`config.mk`:
```
export PLATFORM = sky130hd
export DESIGN_NAME = fc_multipass_cu
export DESIGN_NICKNAME = d
export VERILOG_FILES = /design/src/rtl/fc_multipass_cu.sv
export SDC_FILE = /design/constraint.sdc
export NUM_CORES = 1
export LEC_CHECK = 0
export BUFFER_PORTS_ARGS = -buffer_cell sky130_fd_sc_hd__buf_2
export CORE_MARGIN = 4
export CORE_UTILIZATION = 45
export DETAILED_ROUTE_END_ITERATION = 16
export GPL_TIMING_DRIVEN = 0
export HOLD_SLACK_MARGIN = 0.12
export PLACE_DENSITY = 0.7
export SETUP_SLACK_MARGIN = 0.05
export SLEW_MARGIN = 20
export SYNTH_ARGS = -nofsm -noshare
export SYNTH_HDL_FRONTEND = slang
export SYNTH_SLANG_ARGS = --single-unit
```
`constraint.sdc`:
```
create_clock -name clk -period 4.4 [get_ports clk]
set_input_delay 0.88 -clock clk [delete_from_list [all_inputs] [get_ports clk]]
set_output_delay 0.88 -clock clk [all_outputs]
set_load 0.005 [all_outputs]
```
`src/rtl/fc_multipass_cu.sv`:
```
// Multi-pass FC layer control unit: sweeps the buffered IFM NUM_PASSES times per frame,
// emitting weight/IFM read addresses, MAC strobes and per-pass output-valid pulses.
module fc_multipass_cu #(
    parameter int IFM_DEPTH        = 160,
    parameter int NUM_PASSES       = 4,
    parameter int PIPE_DELAY       = 2,
    parameter int ADDRESS_SIZE_IFM = $clog2(IFM_DEPTH),
    parameter int ADDRESS_SIZE_WM  = $clog2(IFM_DEPTH * NUM_PASSES),
    parameter int PASS_W           = (NUM_PASSES > 1) ? $clog2(NUM_PASSES) : 1
) (
    input  logic                        clk,
    input  logic                        reset,
    input  logic                        start_from_previous,
    input  logic                        end_from_next,
    input  logic                        pause,
    output logic                        end_to_previous,
    output logic                        enable_read_current,
    output logic [ADDRESS_SIZE_IFM-1:0] ifm_address_read,
    output logic                        wm_enable_read,
    output logic [ADDRESS_SIZE_WM-1:0]  wm_address_read,
    output logic                        bias_sel,
    output logic                        mac_enable,
    output logic                        fc_output_valid,
    output logic [PASS_W-1:0]           output_pass,
    output logic                        start_to_next
);

    typedef enum logic [1:0] {IDLE, RUN, DRAIN, HOLD} state_t;

    state_t                      state;
    logic [ADDRESS_SIZE_IFM-1:0] elem;
    logic [ADDRESS_SIZE_WM-1:0]  wm;
    logic [PASS_W-1:0]           pass;
    logic                        pending;

    logic read_en;
    logic last_elem;
    logic last_pass;

    // Delay line stage 0 holds what was issued in the previous cycle
    logic [PIPE_DELAY:0] rd_pipe;
    logic [PIPE_DELAY:0] first_pipe;
    logic [PIPE_DELAY:0] last_pipe;
    logic [PASS_W-1:0]   pass_pipe [PIPE_DELAY+1];

    always_comb begin
        read_en   = (state == RUN) && !pause;
        last_elem = (elem == ADDRESS_SIZE_IFM'(IFM_DEPTH - 1));
        last_pass = (pass == PASS_W'(NUM_PASSES - 1));
    end

    assign enable_read_current = read_en;
    assign wm_enable_read      = read_en;
    assign end_to_previous     = (state != RUN);
    assign ifm_address_read    = elem;
    assign wm_address_read     = wm;
    assign mac_enable          = rd_pipe[PIPE_DELAY-1];
    assign bias_sel            = first_pipe[PIPE_DELAY-1];
    assign fc_output_valid     = last_pipe[PIPE_DELAY];
    assign output_pass         = last_pipe[PIPE_DELAY] ? pass_pipe[PIPE_DELAY] : '0;
    assign start_to_next       = fc_output_valid && (output_pass == PASS_W'(NUM_PASSES - 1));

    always_ff @(posedge clk or negedge reset) begin
        if (!reset) begin
            state      <= IDLE;
            elem       <= '0;
            wm         <= '0;
            pass       <= '0;
            pending    <= 1'b0;
            rd_pipe    <= '0;
            first_pipe <= '0;
            last_pipe  <= '0;
            for (int i = 0; i <= PIPE_DELAY; i++) pass_pipe[i] <= '0;
        end else begin
            // Shifts unconditionally so a paused cycle travels down as a bubble
            rd_pipe      <= {rd_pipe[PIPE_DELAY-1:0], read_en};
            first_pipe   <= {first_pipe[PIPE_DELAY-1:0], read_en && (elem == '0)};
            last_pipe    <= {last_pipe[PIPE_DELAY-1:0], read_en && last_elem};
            pass_pipe[0] <= pass;
            for (int i = 1; i <= PIPE_DELAY; i++) pass_pipe[i] <= pass_pipe[i-1];

            case (state)
                IDLE: begin
                    if (start_from_previous) begin
                        state   <= RUN;
                        pending <= 1'b0;
                    end
                end
                RUN: begin
                    if (!pause) begin
                        wm <= wm + 1'b1;
                        if (last_elem) begin
                            elem <= '0;
                            if (last_pass) begin
                                pass  <= '0;
                                wm    <= '0;
                                state <= DRAIN;
                            end else begin
                                pass <= pass + 1'b1;
                            end
                        end else begin
                            elem <= elem + 1'b1;
                        end
                    end
                end
                DRAIN: begin
                    if (start_from_previous) pending <= 1'b1;
                    if (start_to_next) state <= HOLD;
                end
                HOLD: begin
                    if (end_from_next) begin
                        if (pending || start_from_previous) begin
                            state   <= RUN;
                            pending <= 1'b0;
                        end else begin
                            state <= IDLE;
                        end
                    end else if (start_from_previous) begin
                        pending <= 1'b1;
                    end
                end
                default: state <= IDLE;
            endcase
        end
    end

endmodule

```
==> results.cfg <==
[sta]
rsz0062_at_grt = no
final_max_slew_viol_count = 0
worst_pin_slew_ns = 0.7627
hold_violations = 0
setup_viol = 0
finalCriticalPeriod_ns = 2.995
finalCritPeriodShare_pct = 68.06
max_freq_ghz = 0.3339
slew_headroom_pct = 49.15
final.setup.tns_ns = 0
fin_skew_ns = 0.01011

[worst_setup_path]
crit_chain = inv_1 > ha_1 > nand2b_1 > buf_2 > inv_1 > buf_2 > buf_4 > buf_2
crit_required_ns = 3.52
critPathMaxStageDelay_ns = 0.44
path_max_fanout = 12
path_common_cell = buf_2
cpMaxStageDelayCell = dfrtp_1
ff2ff_setup_slack_ns = 2.33
setup.worst_path.start_class = register
criticalPathCategory = register to primary output
arrival_ns = 2.11
cp-end-kind = primary output

[final_layout]
fill_cells = 316
drive_gt1_share_pct = 25.95
diodes = 0
final_core_util_pct = 56.34
syn_to_final_growth_pct = 17.95
nets = 198
stdcell_count = 231
multi_input_area_um2 = 675.6
design_area_um2 = 1924
seqCellArea_um2 = 900.9

[clock_network]
clockBufferDepth = 2
cts_num_sinks = 36
postCtsHoldBufs = 0
post_cts_resized = 0
clk_pin_slew_ns = 0.11
tritoncts = built
cts_buffers = 5
htree_levels = 2
cts-root-buf = clkbuf_4
cts_setup_buffers = 0
insertion_delay_ns = 0.33

[outcome]
outcome = finished, final reports clean

[grt]
grt_remaining_overflow = 0
grt_usage_pct = 15.05
use_met3_pct = 4.926
use_met2_pct = 25.27
busiest_layer = met2
grt_max_degree = 37
use_met1_pct = 17.98
grt_pass1_vias = 1179
antenna_found_initial = 0
grt_pass1_wl_um = 5140

[power]
p_leak_nw = 0.9812
irDropWorstVdd_mv = 0.2383
power_density_nw_per_um2 = 432.3

[synthesis]
avgSynthCellArea_um2 = 11.18
yosysTopAreaCellShare_pct = 55.21
synthCells = 146
synthTopCellsByArea = dfrtp_1 (55%), ha_1 (6.9%), xnor2_1 (4.8%)
syn-num-nets = 160
yosysMostFrequentCell = dfrtp_1
yosys.area.top_type = dfrtp_1
async_flop_share_pct = 100.0
synthesis.area_um2 = 1632
synth_cell_type_count = 32
synthFlopType = dfrtp_1
yosysSeqAreaShare_pct = 55.21
synth_edf_count = 0
synth-seq-cells = 36
yosysWarnings = 0
ys_top_cells_by_count = dfrtp_1 (36), nor2_1 (19), nand2_1 (12)

[flow_run]
drv_cap = 0

[detailed_routing]
drtPass1Iterations = 4
via_per_inst = 5.173
drc = 0
avgRoutedWirePerCell_um = 13.07
drtAntennaViolNets = 0
routed-via-count = 1195
wl_um = 3020
drt_iter0_drc = 45

[die]
io_pins = 32
dieHeight_um = 68.22
start_util_pct = 47.77
rows = 21
dieArea_um2 = 4653
design.core.area_um2 = 3416
dieWidth_um = 68.22

[hold_path]
hp-class = register to register

[placement]
dp_cells = 223
dp_hpwl_um = 2240
portBuffers = 31
place.gp.congestion = 0.7927
post_dp_cell_area_um2 = 1844
cell type report:
| type | instances | area share, % |
|---|---|---|
| buffer | 3 | 0.9103 |
| clock inverter | 3 | 2.211 |
| clock buffer | 5 | 1.951 |
| timing repair buffer | 31 | 8.062 |
| tap | 46 | 2.991 |
| multi-input combinational | 97 | 35.11 |
| sequential | 36 | 46.81 |
| inverter | 10 | 1.951 |
cells by family (layout without fill, tap and decap cells):
group                      after synthesis  count (layout)  share of synthesized area, %
AOI/OAI and AO/OA                       11              11                         5.599
xor gates and xnor gates                12              12                         6.442
adders and majority gates                9               9                         6.902
buffers and inverters                   13              52                         3.375
DFF                                     36              36                         55.21
muxes                                    5               5                         3.527
and+or+nand+nor                         60              60                         18.94
through the flow:
step	total power [W]	hold WS [ns]	worst slack (ns)
2_1_floorplan	0.0005284	0.3312	1.966
3_3_place_gp	0.0006033	0.3332	1.606
3_5_place_dp	0.0006125	0.3370	1.596
4_1_cts	0.0008436	0.3624	1.374
5_1_grt	0.0008868	0.3727	1.205
6_report	0.0008318	0.3588	1.405
state kept, by name, indices dropped and copies added, names as in the netlist, 2 cells and up:
name,cells
first_pipe,2
ifm_address_read,8
last_pipe,3
pass,2
pass_pipe,6
rd_pipe,2
state,2
wm_address_read,10
report_power, final:
| part | switching [W] | leakage (nW) | total (W) | internal, W |
|---|---|---|---|---|
| registers | 0.0000639 | 0.473 | 0.000442 | 0.000378 |
| clock network | 0.000109 | 0.0412 | 0.000227 | 0.000118 |
| logic | 0.0000842 | 0.467 | 0.000163 | 0.0000791 |
worst paths after layout:
check,startpoint,end,cells after the start
max,state[1],wm_enable_read,8
min reg2reg,pass_pipe[2],pass_pipe[0],0
max reg2reg,state[1],ifm_address_read[7],7
min,pass_pipe[2],pass_pipe[0],0
min in group asynchronous,reset,ifm_address_read[1],1
max in group asynchronous,reset,wm_address_read[1],1
cells in the final DEF (no fill, tap or decap), types with 4 or more instances in the layout:
cell type	n
dfrtp_1	36
buf_2	33
nor2_1	19
nand2_1	12
inv_1	10
xnor2_1	9
ha_1	9
nand3_1	7
clkbuf_4	5
nor4_1	4
o21ai_0	4
critical path: cells and delay by family (launching register included):
kind	cells	cell delay [ns]
buf+inv	6	0.92
flops	1	0.44
fa+ha+maj	1	0.33
simple gates	1	0.10
per-layer routing:
layer  vias to the layer above  wire length (µm)
li1                        566                 -
met1                       592              1299
met2                        33              1540
met3                         4               164
met4                         0                14
met5                         -                 0
(Power assumes the default switching activity.)
